File: src/rtl/z_result_stage.sv
// z_result_stage: 2-entry result FIFO between the rotate/shift unit and the Z register; ports clk, clr (async active-high), Rz_in/in_valid/in_ready, Zlow/out_valid/out_ready, zero_flag, neg_flag, accept_cnt; define Z_FLAGS_EN to store per-entry zero/negative flags
module z_result_stage #(
  parameter int DEPTH = 2
) (
  input  logic        clk,
  input  logic        clr,
  input  logic [31:0] Rz_in,
  input  logic        in_valid,
  output logic        in_ready,
  output logic [31:0] Zlow,
  output logic        out_valid,
  input  logic        out_ready,
  output logic        zero_flag,
  output logic        neg_flag,
  output logic [15:0] accept_cnt
);
`ifdef Z_FLAGS_EN
  localparam int W = 34;
`else
  localparam int W = 32;
`endif
  typedef enum logic [1:0] {EMPTY = 2'd0, ONE = 2'd1, FULL = 2'd2} state_t;
  state_t      state_q, state_d;
  logic [W-1:0] mem_q [DEPTH];
  logic [W-1:0] mem_d [DEPTH];
  logic [W-1:0] din;
  logic [15:0]  cnt_q, cnt_d;
  logic         push, pop;
  assign in_ready   = state_q != FULL;
  assign out_valid  = state_q != EMPTY;
  assign push       = in_valid & in_ready;
  assign pop        = out_valid & out_ready;
  assign accept_cnt = cnt_q;
  // entry 0 is always the head; vacated entries are zeroed so Zlow reads 0 when empty
  assign Zlow       = mem_q[0][31:0];
`ifdef Z_FLAGS_EN
  assign din       = {Rz_in == 32'h0, Rz_in[31], Rz_in};
  assign zero_flag = mem_q[0][33];
  assign neg_flag  = mem_q[0][32];
`else
  assign din       = Rz_in;
  assign zero_flag = 1'b0;
  assign neg_flag  = 1'b0;
`endif
  always_comb begin
    cnt_d    = push ? cnt_q + 16'd1 : cnt_q;
    state_d  = state_q == EMPTY ? (push ? ONE : EMPTY) :
               state_q == ONE   ? (push && !pop ? FULL : (!push && pop ? EMPTY : ONE)) :
               (pop ? ONE : FULL);
    mem_d[0] = pop ? (state_q == FULL ? mem_q[1] : (push ? din : '0)) :
               (push && state_q == EMPTY ? din : mem_q[0]);
    mem_d[1] = push && !pop && state_q == ONE ? din :
               (pop && state_q == FULL ? '0 : mem_q[1]);
  end
  always_ff @(posedge clk or posedge clr) begin
    if (clr) begin
      state_q <= EMPTY;
      cnt_q   <= '0;
      mem_q   <= '{default: '0};
    end else begin
      state_q <= state_d;
      cnt_q   <= cnt_d;
      mem_q   <= mem_d;
    end
  end
endmodule

File: config.mk
export PLATFORM = sky130hd
export DESIGN_NAME = z_result_stage
export DESIGN_NICKNAME = d
export VERILOG_FILES = /design/src/rtl/z_result_stage.sv
export SDC_FILE = /design/constraint.sdc
export NUM_CORES = 1
export LEC_CHECK = 0
export ABC_CLOCK_PERIOD_IN_PS = 6400
export CELL_PAD_IN_SITES_DETAIL_PLACEMENT = 0
export CELL_PAD_IN_SITES_GLOBAL_PLACEMENT = 2
export CORE_MARGIN = 1
export CORE_UTILIZATION = 40
export CTS_BUF_LIST = sky130_fd_sc_hd__clkbuf_4 sky130_fd_sc_hd__clkbuf_8
export CTS_CLUSTER_SIZE = 30
export DETAILED_ROUTE_END_ITERATION = 12
export DONT_BUFFER_PORTS = 1
export PLACE_DENSITY = 0.78
export SLEW_MARGIN = 10
export SYNTH_ARGS = -nofsm -noshare
export SYNTH_HDL_FRONTEND = slang
export SYNTH_SLANG_ARGS = --single-unit
File: constraint.sdc
create_clock -name clk -period 6.4 [get_ports clk]
set_input_delay 0.96 -clock clk [delete_from_list [all_inputs] [get_ports clk]]
set_output_delay 0.96 -clock clk [all_outputs]
set_load 0.02 [all_outputs]
==> results of run 1 <==
==> synthesized netlist by cell type, types with 3 or more instances <==
library cell   n
a21oi_1        3
a21oi_2       30
a221oi_2      30
a22o_1        32
buf_2          7
buf_4         40
buf_6          8
dfrtp_1       82
inv_1         35
nand2_1        5
nand3_1        3
nand4_1        6
xnor2_1       11
xor2_1         4
==> critical path, cell delays in order, from the launching register on <==
cell     delay [ns]
dfrtp_1        0.47
nor2b_4        0.26
inv_4          0.09
and2_4         0.19
ha_1           0.18
and3b_1        0.18
nor2_2         0.55
buf_4          0.35
a22o_1         0.16
==> state kept, by name, indices dropped and copies added, names as in the netlist <==
name,cells
mem_q,32
accept_cnt,16
state_q,2
Zlow,32
==> metal layers <==
layer  wire (µm)  part of all wire, %  vias up  GRT usage, %
met5           0                    0        -             0
met1        3380                   45     1139          20.0
met3         528                  7.0        8          4.20
met2        3480                   47       68          23.3
met4          99                  1.3        0          6.50
li1            -                    -     1044             -
==> through the flow <==
step / std cells / total power, mW
CTS: 420 / 2.27
finish: 420 / 2.24
global placement: 406 / 1.76
floorplan: 323 / 1.83
global route: 420 / 2.39
detailed placement: 406 / 1.78
==> layout make-up <==
cell class                 instances  area [µm²]  area share (%)
inverter                          36         139            3.38
timing repair buffer               5        37.5           0.914
multi-input combinational        150        1460            35.5
sequential                        82        2050            50.0
tap                              133         166            4.05
clock buffer                       9         124            3.02
clock inverter                     5         129            3.14
==> cell families after synthesis <==
| logic type | after synthesis | synth area share, % |
|---|---|---|
| buf+inv | 91 | 13.9 |
| xor+xnor | 15 | 3.23 |
| simple gates | 28 | 5.02 |
| fa+ha+maj | 2 | 0.616 |
| flops | 82 | 50.5 |
| other cells | 1 | 0.0923 |
| compound gates | 102 | 26.3 |
| mux | 1 | 0.369 |
==> power groups by stage <==
stage               Combinational (mW)  Sequential (mW)  Clock, mW
floorplan                        0.945            0.888          0
global placement                 0.694             1.07          0
detailed placement               0.711             1.07          0
CTS                              0.714             1.07      0.494
global route                     0.779             1.10      0.511
finish                           0.700             1.06      0.479
==> how the worst max path moves through the flow <==
stage / from / end / slack, ns / depth (start not counted)
after floorplan: clr / Zlow[0]$_DFFE_PP0P_ / 3.33 / 1
after global placement: in_valid / mem_q[21]$_DFFE_PP0P_ / 3.83 / 6
after detailed placement: out_ready / mem_q[28]$_DFFE_PP0P_ / 3.78 / 5
after CTS: state_q[1]$_DFF_PP0_ / mem_q[14]$_DFFE_PP0P_ / 3.87 / 8
after global routing: state_q[1]$_DFF_PP0_ / mem_q[19]$_DFFE_PP0P_ / 3.75 / 8
final: state_q[1]$_DFF_PP0_ / mem_q[24]$_DFFE_PP0P_ / 3.89 / 8
==> layout by cell type, fill, tap and decap left out, types with 4 or more instances in the layout <==
master	synthesis	routed
a21oi_2	30	30
a221oi_2	30	30
a22o_1	32	32
buf_4	40	5
bufinv_16	0	4
clkbuf_8	0	9
dfrtp_1	82	82
inv_1	35	34
nand2_1	5	5
nand4_1	6	6
xnor2_1	11	11
xor2_1	4	4
==> impl_metrics.tcl, run 1 <==
set metrics [dict create \
    ys_seq_area_share_pct 50.5 \
    ant_nets 0 \
    syn-instance-count 322 \
    hold_violations 0 \
    worst_slack_ns 3.89 \
    fin_tns_setup_ns 0 \
    min_to "mem_q[29]$_DFFE_PP0P_" \
    drt-initial-drc-count 66 \
    drcViolationCount 0 \
    htreeDepth 3 \
    area_growth_pct 1.11 \
    synth-warning-count 0 \
    max_freq_mhz 399 \
    ys.flop_type "dfrtp_1" \
    place_ws_ns 3.78 \
    synth_seq_cells 82 \
    synth_top_cell_by_area "dfrtp_1" \
    worst_pin_slew_ns 1.05 \
    fill_cells 968 \
    num_antenna_cells 0 \
    power_switching_mw 0.912 \
    drive_gt1_share_pct 31.4 \
    grt_pass1_wl_mm 12.2 \
    comb_power_share_pct 31.3 \
    synth_area_mm2 0.00406 \
    final_max_slew_viol_count 0 \
    clk_pin_slew_ns 0.08 \
    start_kind "flip-flop" \
    synth_edf_count 0 \
    r2r-end "mem_q[24]$_DFFE_PP0P_" \
    path_class "reg2reg" \
    fp.dieH_um 103 \
    io_buffers 0 \
    vdd_drop_max_uv 303 \
    antenna_found_initial 0 \
    vias_per_cell 5.38 \
    ff2ff_setup_slack_ns 3.89 \
    cts_resized 0 \
    cts_tree "yes" \
    p_seq_share_pct 47.4 \
    slew_headroom_pct 30.0 \
    min_path_cells 1 \
    synthArstFlopShare_pct 100 \
    firstDrtPassIters 4 \
    max_cap_violations 0 \
    status "finished clean" \
    p_per_area_mw_per_mm2 545 \
    synth_area_per_cell_um2 12.6 \
    r2r-start "state_q[1]$_DFF_PP0_" \
    p_clk_share_pct 21.4 \
    setup-violations-final 0 \
    globalRoute.totalOverflow 0 \
    p_int_mw 1.33 \
    yosys-top-cells-area "dfrtp_1 (51%), a221oi_2 (11%), buf_4 (7.4%)" \
    finalCriticalPeriod_ns 2.51 \
    final_core_util_pct 41.8 \
    grt_usage_pct 15.1 \
    cts.sinks 82 \
    row_count 36 \
    design_area_mm2 0.00411 \
    grt_max_degree 83 \
    die_area_mm2 0.0106 \
    synth_cell_types 35 \
    cts_root_buf "clkbuf_8" \
    worstPathRequired_ns 6.68 \
    dp_hpwl_mm 4.73 \
    worstHoldPathType "reg2reg" \
    reg2reg_depth 8 \
    swShare_pct 40.7 \
    rsz0062_at_grt "false" \
    holdWs_ns 0.508 \
    cts_buffers 9 \
    vias 2259 \
    leakage_nw 1.88 \
    worstPathMaxFanout 17 \
    crit_arrival_ns 2.78 \
    worstHoldStart "mem_q[29]$_DFFE_PP0P_" \
    cts_hold_buf 0 \
    clock_skew_ns 0.0121 \
    synth_top_area_share_pct 50.5 \
    clock_latency_ns 0.34 \
    min_period_over_period_pct 39.2 \
    core_mm2 0.00982 \
    grt_pass1_vias 2394 \
    initial_core_util_pct 41.4 \
    clockBufferDepth 2 \
    ios 88 \
    placed_cell_area_mm2 0.00385 \
    final_nets 322 \
    endpoint_kind "flip-flop" \
    wl_mm 7.49 \
    drt-wirelength-per-cell_um 17.8 \
    post-cts-setup-buffers 0 \
    die_w_um 103 \
    gp_congestion 0.668 \
]
Power figures use the tool's default switching activity.
==> run 2: changes to the inputs <==
--- a/config.mk
+++ b/config.mk
@@ -5,16 +5,17 @@
 export SDC_FILE = /design/constraint.sdc
 export NUM_CORES = 1
 export LEC_CHECK = 0
-export ABC_CLOCK_PERIOD_IN_PS = 6400
+export ABC_AREA = 1
+export ABC_CLOCK_PERIOD_IN_PS = 2200
 export CELL_PAD_IN_SITES_DETAIL_PLACEMENT = 0
 export CELL_PAD_IN_SITES_GLOBAL_PLACEMENT = 2
 export CORE_MARGIN = 1
-export CORE_UTILIZATION = 40
+export CORE_UTILIZATION = 35
 export CTS_BUF_LIST = sky130_fd_sc_hd__clkbuf_4 sky130_fd_sc_hd__clkbuf_8
 export CTS_CLUSTER_SIZE = 30
 export DETAILED_ROUTE_END_ITERATION = 12
 export DONT_BUFFER_PORTS = 1
-export PLACE_DENSITY = 0.78
+export PLACE_DENSITY = 0.8
 export SLEW_MARGIN = 10
 export SYNTH_ARGS = -nofsm -noshare
 export SYNTH_HDL_FRONTEND = slang
==> constraint.sdc (replaced) <==
create_clock -name clk -period 2.2 [get_ports clk]
set_input_delay 0.33 -clock clk [delete_from_list [all_inputs] [get_ports clk]]
set_output_delay 0.33 -clock clk [all_outputs]
set_load 0.02 [all_outputs]
==> impl_metrics.tcl, run 2 <==
set metrics [dict create \
    htreeDepth 3 \
    cts_root_buf "clkbuf_8" \
    crit_slowest_cell "dfrtp_1" \
    fin_tns_setup_ns 0 \
    placed_cell_area_mm2 0.00389 \
    drive_gt1_share_pct 9.03 \
    synth-compound-area-share_pct 10.6 \
    drt-wirelength-per-cell_um 14.9 \
    dp_hpwl_mm 5.70 \
    status "finished clean" \
    core_mm2 0.0110 \
    worst_pin_slew_ns 0.617 \
    p_seq_share_pct 51.5 \
    initial_core_util_pct 36.5 \
    synthArstFlopShare_pct 100 \
    leakage_nw 1.98 \
    wl_mm 8.53 \
    worstPathRequired_ns 2.45 \
    final_common_cell "dfrtp_1" \
    die_area_mm2 0.0119 \
    crit_arrival_ns 2.17 \
    comb_power_share_pct 28.0 \
    max_freq_mhz 521 \
    endpoint_kind "flip-flop" \
    worstPathMaxFanout 27 \
    vias_per_cell 4.76 \
    worstPathCellList "inv_2 > nand2_2 > nand2_4 > inv_1 > ha_1 > nand3_2 > nand2_2 > o22ai_1" \
    area_growth_pct 2.87 \
    slew_headroom_pct 58.8 \
    reg2reg_depth 8 \
    ios 88 \
    min_period_over_period_pct 87.2 \
    synth.area.mux_share_pct 0 \
    synth_top_cell_by_area "dfrtp_1" \
    cpMostUsedCell "nand2_2" \
    cts_buffers 9 \
    synth_adder_area_share_pct 0.625 \
    gp_congestion 0.733 \
    stdcell_count 572 \
    max_cap_violations 0 \
    final_nets 465 \
    clock_latency_ns 0.34 \
    hold_violations 0 \
    synth_area_per_cell_um2 8.67 \
    synth_top_area_share_pct 51.2 \
    syn-instance-count 462 \
    io_buffers 0 \
    synth_area_mm2 0.00401 \
    ant_nets 0 \
    globalRoute.totalOverflow 0 \
    synth_top_family_by_area "simple AND/OR/NAND/NOR gates" \
    synth-warning-count 0 \
    synth_cell_types 27 \
    slowest_delay_ns 0.41 \
    layout_common_cells "dfrtp_1 (82), inv_1 (73), nand2_1 (63)" \
    ys.flop_type "dfrtp_1" \
    place_ws_ns 0.255 \
    total_power_mw 5.85 \
    synth_seq_cells 82 \
    ys_seq_area_share_pct 51.2 \
    cts_tree "yes" \
    grt_max_degree 49 \
    vias 2723 \
    num_antenna_cells 0 \
    min_path_cells 1 \
    cp_num_cells 8 \
    path_class "reg2reg" \
    drt-initial-drc-count 107 \
    worstHoldPathType "in2reg" \
    die_w_um 109 \
    synth_xor_area_share_pct 2.19 \
    yosys-top-cells-area "dfrtp_1 (51%), inv_1 (6.9%), buf_4 (6.4%)" \
    synth_simple_gate_area_share_pct 18.6 \
    start_kind "flip-flop" \
    design_area_mm2 0.00412 \
    p_clk_share_pct 20.6 \
    ys_top_cells_by_count "dfrtp_1 (82), inv_1 (74), nand2_1 (63)" \
    finalCriticalPeriod_ns 1.92 \
    row_count 38 \
    synth_edf_count 0 \
    fp.dieH_um 109 \
    clock_skew_ns 0.00384 \
    power_switching_mw 2.43 \
    final_max_slew_viol_count 0 \
    setup-violations-final 0 \
    post-cts-setup-buffers 0 \
    antenna_found_initial 0 \
    grt_pass1_wl_mm 14.1 \
    worst_slack_ns 0.281 \
    rsz0062_at_grt "false" \
    yosys.cell_count.top_type "dfrtp_1" \
    grt_usage_pct 15.5 \
    p_int_mw 3.43 \
    cts.sinks 82 \
    dp.cells 555 \
    clockBufferDepth 2 \
    vdd_drop_max_uv 606 \
    clk_pin_slew_ns 0.08 \
    worst-path-buf-inv 2 \
    p_per_area_mw_per_mm2 1420 \
    crit_family "simple AND/OR/NAND/NOR gates" \
    grt_pass1_vias 2734 \
    drcViolationCount 0 \
    firstDrtPassIters 4 \
    swShare_pct 41.4 \
]
==> run 2: cell types whose count changed in the layout (fill, tap and decap cells not counted), sizes merged, moves of 3 or more <==
cell | before | now
nor2 | 3 | 43
nand2 | 5 | 69
a22o | 32 | 0
a21oi | 33 | 1
a31oi | 0 | 32
o22ai | 0 | 28
xnor2 | 11 | 6
nand3 | 3 | 45
a221oi | 32 | 0
inv | 35 | 76
o21ai | 1 | 7
bufinv | 4 | 1
buf | 5 | 8
clkbuf | 9 | 15
==> run 2: path summary, 6_finish.rpt <==
| check | start | to | slack, ns |
|---|---|---|---|
| setup / recovery | state_q[0]$_DFF_PP0_ | mem_q[28]$_DFFE_PP0P_ | 0.28 |
| hold / removal | out_ready | state_q[1]$_DFF_PP0_ | 0.09 |
| setup reg to reg | state_q[0]$_DFF_PP0_ | mem_q[28]$_DFFE_PP0P_ | 0.28 |
| hold reg to reg | mem_q[1]$_DFFE_PP0P_ | mem_q[1]$_DFFE_PP0P_ | 0.52 |
| max in group asynchronous | clr | Zlow[19]$_DFFE_PP0P_ | 1.12 |
| min in group asynchronous | clr | accept_cnt[7]$_DFFE_PP0N_ | 0.59 |
==> run 2: logic make-up after synthesis <==
kind of cell / count (synthesis)
other cells: 1
fa+ha+maj: 2
xor+xnor: 10
compound gates: 68
simple gates: 166
flops: 82
buf+inv: 133
==> run 2: layout make-up <==
type                    count  area, µm²
well taps                 140        175
clock inverters             1       30.0
fillers                  1118       6860
multi-input cells         248       1290
flip-flops and latches     82       2050
clock buffers              15        194
inverters                  77        293
repair buffers              9       82.6
==> run 2: timing repair <==
action,4_1_cts,5_1_grt
hold buffers,1,0
endpoints found under the hold margin,34,0
gates resized for setup,0,0
==> run 2: power by group through the flow <==
stage	Sequential, mW	Combinational (mW)	Clock, mW
2_1_floorplan	2.53	2.24	0
3_3_place_gp	3.04	1.63	0
3_5_place_dp	3.06	1.66	0
4_1_cts	3.03	1.67	1.25
5_1_grt	3.11	1.88	1.32
6_report	3.01	1.64	1.20
==> run 2: per-layer routing <==
metal | GRT usage, % | vias up | part of all wire (%)
li1 | - | 1385 | -
met3 | 6.10 | 6 | 7.8
met5 | 0 | - | 0
met4 | 4.92 | 0 | 0.90
met2 | 23.6 | 58 | 46
met1 | 20.0 | 1274 | 45
==> run 2: stage by stage <==
| stage | utilization (%) | hold WS, ns |
|---|---|---|
| 3_3_place_gp | 35.4 | 0.364 |
| 5_1_grt | 37.5 | 0.0698 |
| 4_1_cts | 37.5 | 0.0689 |
| 6_report | 37.5 | 0.0927 |
| 3_5_place_dp | 35.4 | 0.365 |
| 2_1_floorplan | - | 0.473 |
==> run 2: worst reg2reg max path, cell delays in order (launching register included) <==
cell and delay [ns]:
dfrtp_1 0.41, inv_2 0.09, nand2_2 0.15, nand2_4 0.19
inv_1 0.10, ha_1 0.21, nand3_2 0.10, nand2_2 0.33
o22ai_1 0.26
==> run 3: changes to the inputs <==
--- a/config.mk
+++ b/config.mk
@@ -16,6 +16,7 @@
 export DETAILED_ROUTE_END_ITERATION = 12
 export DONT_BUFFER_PORTS = 1
 export PLACE_DENSITY = 0.8
+export SKIP_LAST_GASP = 1
 export SLEW_MARGIN = 10
 export SYNTH_ARGS = -nofsm -noshare
 export SYNTH_HDL_FRONTEND = slang
==> constraint.sdc (replaced) <==
create_clock -name clk -period 2.2 [get_ports clk]
set_input_delay 0.44 -clock clk [delete_from_list [all_inputs] [get_ports clk]]
set_output_delay 0.44 -clock clk [all_outputs]
set_load 0.02 [all_outputs]
==> impl_metrics.tcl, run 3 (synthesis results as in run 2) <==
set metrics [dict create \
    status "finished clean" \
    comb_power_share_pct 28.2 \
    worstHoldPathType "in2async" \
    io_buffers 0 \
    clk_pin_slew_ns 0.08 \
    core_mm2 0.0110 \
    r2r-end "mem_q[15]$_DFFE_PP0P_" \
    fp.dieH_um 109 \
    min_period_over_period_pct 87.4 \
    worstPathRequired_ns 2.41 \
    post-cts-setup-buffers 0 \
    htreeDepth 3 \
    area_growth_pct 2.87 \
    vdd_drop_max_uv 726 \
    max_cap_violations 0 \
    finalCriticalPeriod_ns 1.92 \
    r2r-start "state_q[0]$_DFF_PP0_" \
    cts_buffers 9 \
    worstPathMaxFanout 27 \
    p_seq_share_pct 51.9 \
    cts_root_buf "clkbuf_8" \
    slew_headroom_pct 61.8 \
    p_clk_share_pct 19.9 \
    start_kind "flip-flop" \
    final_nets 464 \
    num_antenna_cells 0 \
    hold_violations 0 \
    grt_pass1_vias 2790 \
    ff2ff_setup_slack_ns 0.28 \
    drcViolationCount 0 \
    grt_max_degree 49 \
    die_area_mm2 0.0119 \
    clockBufferDepth 2 \
    grt_usage_pct 15.6 \
    cts.sinks 82 \
    worst_slack_ns 0.277 \
    clock_skew_ns 0.00584 \
    dp_hpwl_mm 5.75 \
    p_per_area_mw_per_mm2 1410 \
    swShare_pct 41.8 \
    vias 2713 \
    gp_congestion 0.732 \
    p_int_mw 3.38 \
    firstDrtPassIters 5 \
    cts_hold_buf 0 \
    cts_tree "yes" \
    final_max_slew_viol_count 0 \
    path_class "reg2reg" \
    power_switching_mw 2.43 \
    endpoint_kind "flip-flop" \
    ios 88 \
    wl_mm 8.60 \
    initial_core_util_pct 36.5 \
    grt_pass1_wl_mm 14.1 \
    die_w_um 109 \
    clock_latency_ns 0.35 \
    crit_arrival_ns 2.13 \
    row_count 38 \
    place_ws_ns 0.251 \
    drt-wirelength-per-cell_um 15.1 \
    drive_gt1_share_pct 9.05 \
    drt-initial-drc-count 127 \
    crit_path_start "state_q[0]$_DFF_PP0_" \
    ant_nets 0 \
    rsz0062_at_grt "false" \
    worst_pin_slew_ns 0.569 \
    final_common_cell "dfrtp_1" \
    endpoint "mem_q[15]$_DFFE_PP0P_" \
    layout_common_cells "dfrtp_1 (82), inv_1 (73), nand2_1 (63)" \
    fin_tns_setup_ns 0 \
    reg2reg_depth 8 \
    vias_per_cell 4.75 \
    setup-violations-final 0 \
    max_freq_mhz 520 \
    antenna_found_initial 0 \
    globalRoute.totalOverflow 0 \
    cts_resized 0 \
    leakage_nw 1.98 \
]
run 3: cell types whose count changed in the layout (fill, tap and decap cells not counted), sizes merged:
| cell | delta |
|---|---|
| clkbuf | -1 |
| dlygate4sd3 | -1 |
| clkinv | +1 |
run 3: power by group through the flow:
stage / Clock (mW) / Sequential, mW / Combinational (mW)
floorplan: 0 / 2.53 / 2.24
global placement: 0 / 3.05 / 1.63
detailed placement: 0 / 3.07 / 1.66
CTS: 1.20 / 3.04 / 1.67
global route: 1.26 / 3.11 / 1.89
finish: 1.16 / 3.02 / 1.64
run 3: per-stage QoR:
step	power (mW)	cells	area, µm²	util [%]	hold WS, ns
6_report	5.81	571	4120	37.5	0.0162
5_1_grt	6.26	571	4120	37.5	0.00927
4_1_cts	5.90	571	4120	37.5	0.00741
3_5_place_dp	4.73	555	3910	35.6	0.406
3_3_place_gp	4.68	555	3910	35.6	0.404
2_1_floorplan	4.77	463	4010	-	0.478
run 3: critical path: stages (launching register included):
cell     delay [ns]
dfrtp_1        0.41
inv_2          0.07
nand2_2        0.18
nand2_4        0.14
inv_1          0.12
ha_1           0.17
nand3_2        0.10
nand2_2        0.42
o22ai_1        0.14
run 3: worst min path at each step:
stage | start | to | slack [ns] | cells after the start
floorplan | mem_q[0]$_DFFE_PP0P_ | mem_q[0]$_DFFE_PP0P_ | 0.48 | 2
global placement | clr | accept_cnt[7]$_DFFE_PP0N_ | 0.40 | 2
detailed placement | clr | accept_cnt[7]$_DFFE_PP0N_ | 0.41 | 2
CTS | clr | accept_cnt[7]$_DFFE_PP0N_ | 0.007 | 2
global route | clr | accept_cnt[7]$_DFFE_PP0N_ | 0.009 | 2
finish | clr | accept_cnt[7]$_DFFE_PP0N_ | 0.02 | 2
run 3: cell type report:
cell class / count / area (µm²)
fillers: 1137 / 6860
flip-flops and latches: 82 / 2050
multi-input cells: 248 / 1290
inverters: 77 / 293
well taps: 140 / 175
clock buffers: 14 / 174
repair buffers: 8 / 97.6
clock inverters: 2 / 35.0
run 3: routing by layer:
metal | wire length, µm | track usage [%] | part of all wire (%) | vias to the layer above
met2 | 4040 | 24.6 | 47 | 72
met5 | 0 | 0 | 0 | -
li1 | - | - | - | 1383
met1 | 3670 | 18.8 | 43 | 1250
met3 | 796 | 7.71 | 9.3 | 8
met4 | 94 | 4.54 | 1.1 | 0
